`config.mk`:
```
export PLATFORM = sky130hd
export DESIGN_NAME = simulador_drone
export DESIGN_NICKNAME = d
export VERILOG_FILES = /design/src/rtl/simulador_drone_pkg.sv /design/src/rtl/drone_obstaculos_rom.sv /design/src/rtl/simulador_drone.sv
export SDC_FILE = /design/constraint.sdc
export NUM_CORES = 1
export LEC_CHECK = 0
export ABC_AREA = 1
export CORE_AREA = 3 3 105 67
export CTS_CLUSTER_DIAMETER = 150
export DETAILED_ROUTE_END_ITERATION = 7
export DIE_AREA = 0 0 108 70
export PLACE_DENSITY_LB_ADDON = 0.2
export SYNTH_ARGS = -nofsm -noshare
export SYNTH_HDL_FRONTEND = slang
export SYNTH_SLANG_ARGS = --single-unit
```
`constraint.sdc`:
```
create_clock -name clock -period 4.3 [get_ports clock]
set_input_delay 0.43 -clock clock [delete_from_list [all_inputs] [get_ports clock]]
set_output_delay 0.43 -clock clock [all_outputs]
set_load 0.01 [all_outputs]
```
`src/rtl/simulador_drone_pkg.sv`:
```
// Shared constants for the drone game: FSM state codes, mode codes and obstacle maps.
package simulador_drone_pkg;

  // FSM state codes (also exported on db_estado)
  localparam logic [3:0] ST_INICIAL       = 4'd0;
  localparam logic [3:0] ST_ESCOLHE_MODO  = 4'd1;
  localparam logic [3:0] ST_ESCOLHE_VIDAS = 4'd2;
  localparam logic [3:0] ST_PREPARA       = 4'd3;
  localparam logic [3:0] ST_VOO           = 4'd4;
  localparam logic [3:0] ST_MOVE          = 4'd5;
  localparam logic [3:0] ST_VERIFICA      = 4'd6;
  localparam logic [3:0] ST_VENCEU        = 4'd8;
  localparam logic [3:0] ST_PERDEU        = 4'd9;

  // Difficulty mode codes
  localparam logic [1:0] MODO_FACIL   = 2'b00;
  localparam logic [1:0] MODO_MEDIO   = 2'b01;
  localparam logic [1:0] MODO_DIFICIL = 2'b10;

  // Row value meaning "no obstacle in this column"
  localparam logic [3:0] OBST_LIVRE = 4'hF;

  // Obstacle maps: nibble c (bits 4c+3..4c) holds the obstacle row of column c.
  // Easy: col3=7, col6=9, col9=7, col12=5.
  localparam logic [63:0] MAPA_FACIL   = 64'hFFF5_FF7F_F9FF_7FFF;
  // Medium: easy map plus col5=7, col10=8, col14=7.
  localparam logic [63:0] MAPA_MEDIO   = 64'hF7F5_F87F_F97F_7FFF;
  // Hard: every odd column at row 7, col8=6.
  localparam logic [63:0] MAPA_DIFICIL = 64'h7F7F_7F76_7F7F_7F7F;

  // Extract the obstacle nibble of one column from a packed map
  function automatic logic [3:0] obst_lookup(input logic [63:0] mapa, input logic [3:0] coluna);
    return mapa[{coluna, 2'b00} +: 4];
  endfunction

endpackage

```
`src/rtl/drone_obstaculos_rom.sv`:
```
// Combinational obstacle lookup: mode + column -> obstacle row (F = free).
module drone_obstaculos_rom
  import simulador_drone_pkg::*;
(
  input  logic [1:0] modo,
  input  logic [3:0] coluna,
  output logic [3:0] obstaculo
);

  logic [3:0] tab_facil   [16];
  logic [3:0] tab_medio   [16];
  logic [3:0] tab_dificil [16];

  // Unpack the three packed maps into per-column tables
  for (genvar gi = 0; gi < 16; gi++) begin : g_tab
    assign tab_facil[gi]   = obst_lookup(MAPA_FACIL,   4'(gi));
    assign tab_medio[gi]   = obst_lookup(MAPA_MEDIO,   4'(gi));
    assign tab_dificil[gi] = obst_lookup(MAPA_DIFICIL, 4'(gi));
  end

  // Select the table of the active mode; the unused code 11 reads the easy map
  always_comb begin
    obstaculo = OBST_LIVRE;
    case (modo)
      MODO_MEDIO:   obstaculo = tab_medio[coluna];
      MODO_DIFICIL: obstaculo = tab_dificil[coluna];
      default:      obstaculo = tab_facil[coluna];
    endcase
  end

endmodule

```
`src/rtl/simulador_drone.sv`:
```
// Drone game core: mode/lives selection, timed column stepping, steering and collision check.
module simulador_drone
  import simulador_drone_pkg::*;
#(
  parameter int TICK_FACIL   = 2000,
  parameter int TICK_MEDIO   = 1000,
  parameter int TICK_DIFICIL = 500,
  parameter int VERT_INICIAL = 7,
  parameter int COLUNA_FINAL = 15
) (
  input  logic       clock,
  input  logic       reset,
  input  logic       iniciar,
  input  logic [1:0] controle,
  input  logic       confirma,
  output logic       venceu,
  output logic       perdeu,
  output logic [3:0] db_posicao_horizontal,
  output logic [3:0] db_posicao_vertical,
  output logic [3:0] db_obstaculos,
  output logic [3:0] db_estado,
  output logic [1:0] db_modo,
  output logic [2:0] colisao_counter_out
);

  logic [3:0]  estado_reg;
  logic [3:0]  horizontal_reg;
  logic [3:0]  vertical_reg;
  logic [2:0]  colisoes_reg;
  logic [2:0]  vidas_reg;
  logic [1:0]  modo_reg;
  logic [11:0] tick_reg;
  logic        confirma_d;
  logic        controle0_d;

  logic        confirma_rise;
  logic        controle0_rise;
  logic [11:0] tick_fim;
  logic [3:0]  obstaculo;
  logic        colisao;
  logic [2:0]  colisoes_next;

  drone_obstaculos_rom u_rom (
    .modo      (modo_reg),
    .coluna    (horizontal_reg),
    .obstaculo (obstaculo)
  );

  assign confirma_rise  = confirma & ~confirma_d;
  assign controle0_rise = controle[0] & ~controle0_d;

  // Last tick count of the flight phase for the selected difficulty
  always_comb begin
    tick_fim = 12'(TICK_FACIL - 1);
    case (modo_reg)
      MODO_MEDIO:   tick_fim = 12'(TICK_MEDIO - 1);
      MODO_DIFICIL: tick_fim = 12'(TICK_DIFICIL - 1);
      default:      tick_fim = 12'(TICK_FACIL - 1);
    endcase
  end

  // Collision test against the column the drone has just moved into
  always_comb begin
    colisao       = (obstaculo != OBST_LIVRE) && (obstaculo == vertical_reg);
    colisoes_next = colisoes_reg + 3'(colisao);
  end

  // Game FSM and datapath registers
  always_ff @(posedge clock) begin
    if (reset) begin
      estado_reg     <= ST_INICIAL;
      horizontal_reg <= 4'd0;
      vertical_reg   <= 4'(VERT_INICIAL);
      colisoes_reg   <= 3'd0;
      vidas_reg      <= 3'd1;
      modo_reg       <= MODO_FACIL;
      tick_reg       <= 12'd0;
      confirma_d     <= 1'b0;
      controle0_d    <= 1'b0;
    end else begin
      confirma_d  <= confirma;
      controle0_d <= controle[0];
      case (estado_reg)
        ST_INICIAL: begin
          if (iniciar) estado_reg <= ST_ESCOLHE_MODO;
        end
        ST_ESCOLHE_MODO: begin
          if (confirma_rise) begin
            modo_reg   <= (controle == 2'b11) ? MODO_FACIL : controle;
            vidas_reg  <= 3'd1;
            estado_reg <= ST_ESCOLHE_VIDAS;
          end
        end
        ST_ESCOLHE_VIDAS: begin
          // a lives pulse coinciding with the confirm still counts
          if (controle0_rise && (vidas_reg != 3'd7)) vidas_reg <= vidas_reg + 3'd1;
          if (confirma_rise) estado_reg <= ST_PREPARA;
        end
        ST_PREPARA: begin
          horizontal_reg <= 4'd0;
          vertical_reg   <= 4'(VERT_INICIAL);
          colisoes_reg   <= 3'd0;
          tick_reg       <= 12'd0;
          estado_reg     <= ST_VOO;
        end
        ST_VOO: begin
          if (tick_reg == tick_fim) estado_reg <= ST_MOVE;
          else                      tick_reg   <= tick_reg + 12'd1;
        end
        ST_MOVE: begin
          horizontal_reg <= horizontal_reg + 4'd1;
          if (controle == 2'b10 && vertical_reg != 4'd15)     vertical_reg <= vertical_reg + 4'd1;
          else if (controle == 2'b01 && vertical_reg != 4'd0) vertical_reg <= vertical_reg - 4'd1;
          estado_reg <= ST_VERIFICA;
        end
        ST_VERIFICA: begin
          colisoes_reg <= colisoes_next;
          // losing the last life wins over reaching the final column
          if (colisoes_next >= vidas_reg) begin
            estado_reg <= ST_PERDEU;
          end else if (horizontal_reg == 4'(COLUNA_FINAL)) begin
            estado_reg <= ST_VENCEU;
          end else begin
            tick_reg   <= 12'd0;
            estado_reg <= ST_VOO;
          end
        end
        ST_VENCEU, ST_PERDEU: begin
          if (iniciar) estado_reg <= ST_ESCOLHE_MODO;
        end
        default: estado_reg <= ST_INICIAL;
      endcase
    end
  end

  assign venceu                = (estado_reg == ST_VENCEU);
  assign perdeu                = (estado_reg == ST_PERDEU);
  assign db_posicao_horizontal = horizontal_reg;
  assign db_posicao_vertical   = vertical_reg;
  assign db_obstaculos         = obstaculo;
  assign db_estado             = estado_reg;
  assign db_modo               = modo_reg;
  assign colisao_counter_out   = colisoes_reg;

endmodule

```
==> qor.csv, run 1 <==
stage;metric;value;unit
clock_tree;cts-root-buf;clkbuf_8;
logic_synthesis;ys_warn_count;0;
layout;largest_register_ffs;12;
power_and_ir_drop;p_int;0.716;mW
die;dieHeight;70;um
setup_path;r2r_start;db_modo[0];
die;core_area;6080;sq um
routing;drt-vias-per-instance;4.86;
sta;whs;0.487;ns
setup_path;timing.rr.end;tick_reg[1];
die;fp.dieW;108;um
clock_tree;clkSlewWorstSetupHoldPaths;0.07;ns
hold_path;hold_end;colisao_counter_out[1];
sta;maxClockFrequency;276;MHz
hold_path;hold_depth;2;
logic_synthesis;synthCells;386;
clock_tree;clkLatencyLatePin;0.28;ns
routing;vias;2426;
die;die_area;7560;sq um
global_routing;grt_pass1_vias;2128;
logic_synthesis;synthFlopType;dfxtp_1;
hold_path;hold_class;reg -> reg;
logic_synthesis;async_flop_share;0;%
clock_tree;ctsHoldBuffers;0;
sta;period_needed;3.62;ns
power_and_ir_drop;p_comb_share;42.6;%
routing;ant_nets;0;
logic_synthesis;synth_fp_nets;412;
layout;syn2layout_area_growth;17.5;%
setup_path;crit_path_end_kind;flop;
power_and_ir_drop;seq_power_share;34.0;%
placement;portBuffers;28;
sta;tightest_slew;0.520;ns
job;cap_violations;0;
hold_path;hp-start;colisao_counter_out[1];
die;pin_count;29;
logic_synthesis;synth_cell_type_count;37;
logic_synthesis;synth_area_per_cell;6.55;sq um
sta;finalCritPeriodShare;84.2;%
setup_path;r2r_cells;21;
setup_path;crit_start;db_modo[0];
sta;slew_headroom;65.3;%
global_routing;grt_pass1_wl;10800;um
sta;final-hold-violation-count;0;
setup_path;critPathRequiredTime;4.48;ns
setup_path;path_class;reg -> reg;
sta;setup_viol;0;
die;start_util;41.6;%
logic_synthesis;synth_area;2530;sq um
layout;drive_above_1_share;8.19;%
layout;diodes;0;
clock_tree;cts_tree;yes;
placement;place_congestion;0.856;
clock_tree;cts_sinks;34;
power_and_ir_drop;powerDensity;402;nW/um^2
setup_path;critPathMaxFanout;21;
layout;fin_nets;440;
routing;drc;0;
die;fp-row-count;22;
logic_synthesis;ys_seq_area_share;26.9;%
power_and_ir_drop;p_leak;1.28;nW
status;run_status;finished clean;
setup_path;arrival;3.80;ns
logic_synthesis;ys_ff_latch;34;
setup_path;worst-r2r-setup-slack;0.68;ns
sta;finalMaxSlewViolations;0;
sta;clock_skew;0.00619;ns
power_and_ir_drop;swShare;40.0;%
clock_tree;cts-buffers-inserted;5;
logic_synthesis;synth_edf_count;0;
global_routing;antenna_found_initial;0;
power_and_ir_drop;p_sw;0.478;mW
clock_tree;postCtsSetupRepairBufs;0;
clock_tree;cts-resized-gates;0;
power_and_ir_drop;peakVddDrop;0.211;mV
clock_tree;htree_levels;2;
routing;drt_iter0_drc;132;
sta;rsz0062_at_grt;no;
setup_path;critPathLaunchType;flop;
placement;dp_hpwl;4830;um
global_routing;grt_overflow;0;
global_routing;grt_max_degree;22;
routing;wire_per_inst;12.8;um
global_routing;track_usage;17.6;%
power_and_ir_drop;p_clk_share;23.4;%
layout;final_common_cell;nand2_1;
clock_tree;clockBufferDepth;2;
layout;final_cell_mix;105 x nand2_1, 50 x inv_1, 43 x nor2_1, 40 x nand3_1, 34 x dfxtp_1;
sta;tns;0;ns
routing;drt-pass1-iter-count;4;
routing;drt-total-wl;6370;um
[worst max-delay path: stages, from the launching register on]
cell	delay [ns]
dfxtp_1	0.38
inv_1	0.09
ha_1	0.36
nor2_1	0.20
nand3_1	0.10
nand2_1	0.06
nand2_1	0.06
nand2_1	0.09
nand2_1	0.06
a21oi_1	0.19
nor2_1	0.10
ha_1	0.20
ha_1	0.19
xor2_1	0.20
ha_1	0.30
a21oi_1	0.15
nand3_1	0.14
o21ai_2	0.13
buf_4	0.27
nand3_1	0.11
nand2_1	0.08
nor2_1	0.05
[Yosys cell counts, types with 5 or more instances]
master,n,area share [%]
a21oi_1,26,5.1
dfxtp_1,34,27
ha_1,19,9.4
inv_1,50,7.4
nand2_1,105,16
nand3_1,40,7.9
nand4_1,5,1.2
nor2_1,43,6.4
o21ai_0,7,1.4
[cell families after synthesis]
| family | share of synthesized area [%] |
|---|---|
| buf+inv | 10.8 |
| flops | 26.9 |
| simple gates | 38.9 |
| xor+xnor | 1.39 |
| fa+ha+maj | 10.2 |
| compound gates | 11.8 |
[layer usage]
layer | part of all wire (%) | global-route usage, %
met2 | 36 | 23.2
met1 | 57 | 28.7
met3 | 5.9 | 3.69
met5 | 0 | 0
met4 | 0.57 | 2.94
[power by group through the flow]
stage / Clock [mW] / Combinational, mW / Sequential (mW)
2_1_floorplan: 0 / 0.372 / 0.406
3_3_place_gp: 0 / 0.497 / 0.411
3_5_place_dp: 0 / 0.504 / 0.410
4_1_cts: 0.287 / 0.507 / 0.404
5_1_grt: 0.299 / 0.586 / 0.411
6_report: 0.280 / 0.508 / 0.405
[area by class of cell]
cell class              instances  area [sq um]
clock buffers                   8           110
fillers                       620          3110
inverters                      54           205
multi-input cells             289          1580
flip-flops and latches         34           681
well taps                      84           105
repair buffers                 30           295
[metrics by stage]
step	utilization, %	area [sq um]	setup slack [ns]	total power [mW]	instances
after floorplan	-	2530	1.11	0.777	386
after global placement	47.0	2860	0.820	0.908	491
after detailed placement	47.0	2860	0.739	0.914	491
after CTS	48.8	2970	0.697	1.20	499
after global routing	48.8	2970	0.316	1.30	499
final	48.8	2970	0.678	1.19	499
[worst max-delay path by stage]
stage	endpoint	cells after the start	slack, ns
after global routing	tick_reg[1]	22	0.32
after global placement	tick_reg[5]	21	0.82
after floorplan	tick_reg[9]	21	1.11
final	tick_reg[1]	21	0.68
after CTS	tick_reg[6]	20	0.70
after detailed placement	tick_reg[1]	21	0.74
(Power assumes the default switching activity.)
==> run 2: changes to the inputs <==
Clock period 4.3 ns to 3.4 ns, I/O delays scaled along.
==> run 2 against run 1 <==
  * Setup slack got worse by 0.58 ns
  * First-iteration DRC count rose by 25%
  * Sequential share of layout area fell by 1.6 points
  * Critical path type unchanged
  * Critical endpoint unchanged
==> qor.csv, run 2 (synthesis gave the netlist of run 1 again) <==
stage;metric;value;unit;change
status;run_status;finished clean;;
setup_path;endpoint;tick_reg[1];;
hold_path;hold_class;reg -> reg;;
die;pin_count;29;;unchanged
routing;drt-pass1-iter-count;5;;+1
die;core_area;6080;sq um;unchanged
global_routing;grt_pass1_wl;10600;um;-1.6%
clock_tree;cts-root-buf;clkbuf_8;;
global_routing;antenna_found_initial;0;;unchanged
power_and_ir_drop;peakVddDrop;0.329;mV;+56%
die;fp-row-count;22;;unchanged
placement;place_congestion;0.822;;-4.0%
layout;final_area;3250;sq um;+9.5%
routing;ant_nets;0;;unchanged
clock_tree;htree_levels;2;;unchanged
global_routing;track_usage;17.2;%;-0.37 points
layout;fin_nets;451;;+2.5%
placement;dp_hpwl;4830;um;about the same
setup_path;arrival;3.48;ns;-0.32 ns
die;start_util;41.6;%;unchanged
clock_tree;cts_sinks;34;;unchanged
setup_path;worst-r2r-setup-slack;0.10;ns;-0.58 ns
sta;slew_headroom;64.2;%;-1.1 points
job;cap_violations;0;;unchanged
placement;dpl_cell_area;2920;sq um;+2.0%
die;dieHeight;70;um;unchanged
power_and_ir_drop;p_leak;1.37;nW;+6.7%
routing;drt-total-wl;6740;um;+5.8%
layout;final_common_cell;nand2_1;;
setup_path;timing.rr.end;tick_reg[1];;
sta;whs;0.501;ns;+0.0142 ns
sta;finalCritPeriodShare;97.1;%;+13 points
sta;setup_viol;0;;unchanged
clock_tree;cts-buffers-inserted;5;;unchanged
clock_tree;clkLatencyLatePin;0.28;ns;about the same
sta;tightest_slew;0.537;ns;+0.0170 ns
routing;vias;2570;;+5.9%
routing;wire_per_inst;13.2;um;+3.5%
placement;portBuffers;28;;unchanged
sta;final-hold-violation-count;0;;unchanged
layout;largest_register_ffs;12;;unchanged
die;fp.dieW;108;um;unchanged
setup_path;critPathRequiredTime;3.58;ns;-0.90 ns
setup_path;critPathMaxFanout;5;;-76%
global_routing;grt_max_degree;22;;unchanged
routing;drc;0;;unchanged
setup_path;r2r_start;db_posicao_horizontal[0];;
setup_path;crit_path_end_kind;flop;;
sta;tns;0;ns;unchanged
routing;drt-vias-per-instance;5.04;;+3.7%
sta;clock_skew;0.00569;ns;-0.000495 ns
clock_tree;clockBufferDepth;2;;unchanged
setup_path;path_class;reg -> reg;;
global_routing;grt_overflow;0;;unchanged
sta;finalMaxSlewViolations;0;;unchanged
layout;syn2layout_area_growth;28.6;%;
routing;drt_iter0_drc;165;;+25%
clock_tree;cts_tree;yes;;
layout;diodes;0;;unchanged
sta;period_needed;3.30;ns;-0.322 ns
power_and_ir_drop;powerDensity;480;nW/um^2;+20%
setup_path;r2r_cells;23;;+9.5%
layout;final_cell_mix;99 x nand2_1, 45 x inv_1, 38 x nor2_1, 37 x nand3_1, 29 x dfxtp_1;;
setup_path;crit_start;db_posicao_horizontal[0];;
global_routing;grt_pass1_vias;2204;;+3.6%
sta;rsz0062_at_grt;yes;;
sta;maxClockFrequency;303;MHz;+9.8%
setup_path;critPathLaunchType;flop;;
layout;drive_above_1_share;18.1;%;+9.9 points
die;die_area;7560;sq um;unchanged
clock_tree;clkSlewWorstSetupHoldPaths;0.07;ns;about the same
==> run 2: changes by cell type in the layout (fill, tap and decap cells not counted), moves of 5 or more <==
cell,previous run,this run
buf_4,2,9
ha_1,19,13
nand2_1,105,99
nand2_2,2,8
dfxtp_1,34,29
ha_4,0,5
inv_1,50,45
nor2_1,43,38
==> run 2: repair_timing <==
item,4_1_cts,5_1_grt
endpoints found under the setup margin,12,15
hold buffers,0,0
buffers inserted,0,3
pin swaps,0,14
resized for setup,3,45
gates cloned,0,2
endpoints found under the hold margin,0,0
==> run 2: power by group <==
group          internal (mW)  switching, mW  leakage [nW]
combinational          0.293          0.449          1.04
sequential             0.454         0.0587         0.279
clock                  0.163          0.145        0.0482
==> run 2: per-layer routing <==
metal,global-route usage [%],wire length [um],up-vias
met5,0,0,-
met4,4.06,31,0
met3,4.52,430,2
met2,23.3,2700,74
met1,26.6,3570,1168
li1,-,-,1326
==> run 2: worst min path at each step <==
stage                           startpoint                     end  slack, ns  cells past startpoint
floorplan                     vidas_reg[1]            vidas_reg[1]       0.46                      2
global placement                db_modo[0]              db_modo[0]       0.47                      2
detailed placement  colisao_counter_out[0]  colisao_counter_out[0]       0.48                      2
CTS                 colisao_counter_out[0]  colisao_counter_out[0]       0.49                      2
global route                  tick_reg[11]            tick_reg[11]       0.54                      2
finish                          db_modo[0]              db_modo[0]       0.50                      2
==> run 2: through the flow <==
stage	setup slack (ns)	instances	utilization (%)	total power, mW
global route	-0.111	510	53.5	1.69
finish	0.100	510	53.5	1.56
floorplan	0.211	386	-	0.983
CTS	0.00952	505	49.5	1.49
detailed placement	-0.0215	497	48.0	1.17
global placement	0.100	497	48.0	1.16
==> run 2: critical path: stages, from the launching register on <==
cell       delay [ns]
dfxtp_4          0.37
inv_6            0.07
ha_4             0.14
nand3_4          0.08
nand2_2          0.10
nand2_1          0.05
nand2_1          0.07
nand2_1          0.07
nand2_1          0.06
nand2_1          0.06
nor2_2           0.15
nand3_2          0.12
nor2_4           0.16
ha_4             0.15
ha_4             0.13
xor2_2           0.16
ha_1             0.29
a21oi_2          0.15
nand3_2          0.12
o21ai_4          0.28
clkbuf_16        0.20
nand3_1          0.07
nand2_1          0.08
nor2_1           0.05
==> run 2: area by class of cell <==
type | instances | area [sq um]
Tap cell | 84 | 105
Fill cell | 585 | 2830
Clock inverter | 1 | 5.00
Clock buffer | 7 | 86.3
Multi-Input combinational cell | 289 | 1720
Sequential cell | 34 | 692
Timing Repair Buffer | 41 | 429
Inverter | 54 | 213
==> run 3: changes to the inputs <==
Settings changed: CORE_AREA 3 3 105 67 to 2 2 104 66, DIE_AREA 0 0 108 70 to 0 0 106 68.
==> run 3 against run 2 <==
  * Count of clock-buffer cells in the layout is 1 lower
  * Utilization decreased by 0.28 points
  * Clock power up 5%
  * Critical path depth decreased by 2
  * Cell count rose by 0.98%
  * Flip-flop and latch count is the same
  * Non-clock buffer count increased by 2
  * Worst hold slack improved by 0.011 ns
  * Clock skew grew 0.0018 ns
  * Via count is 0.93% lower
  * Total power grew 2.5%
  * Design area up 4.0%
  * Critical path type unchanged
  * Largest cell class unchanged
==> qor.csv, run 3 (synthesis gave the netlist of run 1 again) <==
stage;metric;value;unit;change
sta;period_needed;3.29;ns;-0.00501 ns
routing;wire_per_inst;13.4;um;+1.7%
clock_tree;clockBufferDepth;2;;unchanged
sta;slew_headroom;62.6;%;-1.6 points
die;dieHeight;68;um;-2.9%
setup_path;r2r_start;db_posicao_horizontal[0];;
setup_path;critPathLaunchType;flop;;
sta;tightest_slew;0.560;ns;+0.0234 ns
placement;portBuffers;28;;unchanged
layout;regArea;696;sq um;+0.54%
power_and_ir_drop;peakVddDrop;0.267;mV;-19%
die;fp.dieW;106;um;-1.9%
job;cap_violations;0;;unchanged
placement;place_inst;499;;+0.40%
die;fp-row-count;23;;+4.5%
setup_path;endpoint;tick_reg[1];;
global_routing;grt_pass1_vias;2276;;+3.3%
setup_path;critPathRequiredTime;3.58;ns;about the same
layout;nFillCells;598;;+2.2%
sta;maxClockFrequency;304;MHz;+0.15%
hold_path;hold_class;reg -> reg;;
layout;final_common_cell;nand2_1;;
layout;final_cell_mix;95 x nand2_1, 43 x inv_1, 38 x nor2_1, 31 x nand3_1;;
layout;fin_cells;515;;+0.98%
clock_tree;cts-root-buf;clkbuf_8;;
global_routing;grt_overflow;0;;unchanged
power_and_ir_drop;powerDensity;473;nW/um^2;-1.5%
sta;finalMaxSlewViolations;0;;unchanged
routing;drt-pass1-iter-count;5;;unchanged
layout;syn2layout_area_growth;33.8;%;
clock_tree;htree_levels;2;;unchanged
setup_path;crit_path_end_kind;flop;;
global_routing;grt_max_degree;22;;unchanged
status;run_status;finished clean;;
power_and_ir_drop;power;1.60;mW;+2.5%
placement;pre_cts_slack;-0.0119;ns;+0.00964 ns
power_and_ir_drop;p_leak;1.39;nW;+1.7%
clock_tree;cts_tree;yes;;
clock_tree;ctsHoldBuffers;0;;unchanged
setup_path;arrival;3.48;ns;about the same
routing;vias;2546;;-0.93%
sta;rsz0062_at_grt;yes;;
placement;place_congestion;0.883;;+7.4%
layout;largest_register_ffs;12;;unchanged
layout;utilization;53.2;%;-0.28 points
layout;fin_nets;453;;+0.44%
routing;drc;0;;unchanged
global_routing;grt_pass1_wl;10800;um;+2.0%
sta;setup_viol;0;;unchanged
clock_tree;cts-buffers-inserted;5;;unchanged
routing;drt-vias-per-instance;4.94;;-1.9%
setup_path;path_class;reg -> reg;;
die;pin_count;29;;unchanged
setup_path;r2r_cells;21;;-8.7%
sta;clock_skew;0.00747;ns;+0.00177 ns
setup_path;critPathMaxFanout;5;;unchanged
sta;setup_ws;0.105;ns;+0.00501 ns
clock_tree;cts_sinks;34;;unchanged
layout;diodes;0;;unchanged
sta;tns;0;ns;unchanged
setup_path;crit_start;db_posicao_horizontal[0];;
clock_tree;clkLatencyLatePin;0.29;ns;about the same
routing;drt-total-wl;6920;um;+2.7%
die;die_area;7210;sq um;-4.7%
layout;multi_input_area;1810;sq um;+5.2%
placement;dp_hpwl;4820;um;-0.19%
layout;drive_above_1_share;22.2;%;+4.1 points
routing;ant_nets;0;;unchanged
sta;finalCritPeriodShare;96.9;%;-0.15 points
global_routing;track_usage;18.9;%;+1.7 points
die;start_util;39.8;%;-1.8 points
sta;final-hold-violation-count;0;;unchanged
setup_path;timing.rr.end;tick_reg[1];;
global_routing;antenna_found_initial;0;;unchanged
routing;drt_iter0_drc;162;;-1.8%
setup_path;worst-r2r-setup-slack;0.11;ns;about the same
clock_tree;clkSlewWorstSetupHoldPaths;0.08;ns;about the same
die;core_area;6360;sq um;+4.5%
[run 3: cell count changes in the layout (fill, tap and decap cells not counted), sizes merged]
| cell | before | now |
|---|---|---|
| buf | 11 | 13 |
| clkinvlp | 0 | 1 |
| clkbuf | 9 | 8 |
[run 3: stage by stage]
| step | hold WS, ns | instance area, sq um |
|---|---|---|
| 3_5_place_dp | 0.479 | 2920 |
| 5_1_grt | 0.531 | 3380 |
| 4_1_cts | 0.498 | 3020 |
| 2_1_floorplan | 0.461 | 2530 |
| 6_report | 0.512 | 3380 |
| 3_3_place_gp | 0.477 | 2920 |
[run 3: how the worst min path moves through the flow]
stage                            from                      to  cells past startpoint  slack, ns
2_1_floorplan            vidas_reg[1]            vidas_reg[1]                      2       0.46
4_1_cts        colisao_counter_out[0]  colisao_counter_out[0]                      2       0.50
6_report                 vidas_reg[1]            vidas_reg[1]                      2       0.51
3_3_place_gp   colisao_counter_out[0]  colisao_counter_out[0]                      2       0.48
5_1_grt                    db_modo[0]              db_modo[0]                      2       0.53
3_5_place_dp               db_modo[0]              db_modo[0]                      2       0.48
[run 3: where the power goes]
group,switching [mW],internal (mW)
sequential,0.0595,0.454
clock,0.161,0.163
combinational,0.455,0.309
total,0.675,0.926
[run 3: critical path: stages, from the launching register on]
cell       delay, ns
dfxtp_4         0.37
buf_6           0.13
ha_4            0.17
ha_4            0.15
a21oi_2         0.13
nand3_1         0.11
nand2_2         0.08
nor2_4          0.05
nand2_2         0.06
nand3_2         0.09
nor2_4          0.16
ha_4            0.15
ha_4            0.13
xor2_2          0.16
ha_1            0.29
a21oi_2         0.15
nand3_2         0.13
o21ai_4         0.28
clkbuf_16       0.20
nand3_1         0.07
nand2_1         0.09
nor2_1          0.04
[run 3: repair_timing]
action	4_1_cts	5_1_grt
gates cloned	0	2
buffers inserted	0	6
resized for setup	2	71
pin swaps	0	27
endpoints found under the setup margin	12	15
[run 3: routing by layer]
layer | track usage, % | vias to the layer above | routed length [um]
met5 | 0 | - | 0
met4 | 3.45 | 0 | 30
met3 | 4.38 | 4 | 339
met2 | 29.1 | 64 | 3010
met1 | 27.3 | 1146 | 3530
li1 | - | 1332 | -
[run 3: area by class of cell]
class	count	share of cell area, %
flip-flops and latches	34	20.6
clock buffers	6	2.44
repair buffers	43	13.5
multi-input cells	289	53.6
well taps	87	3.22
inverters	54	6.36
clock inverters	2	0.370
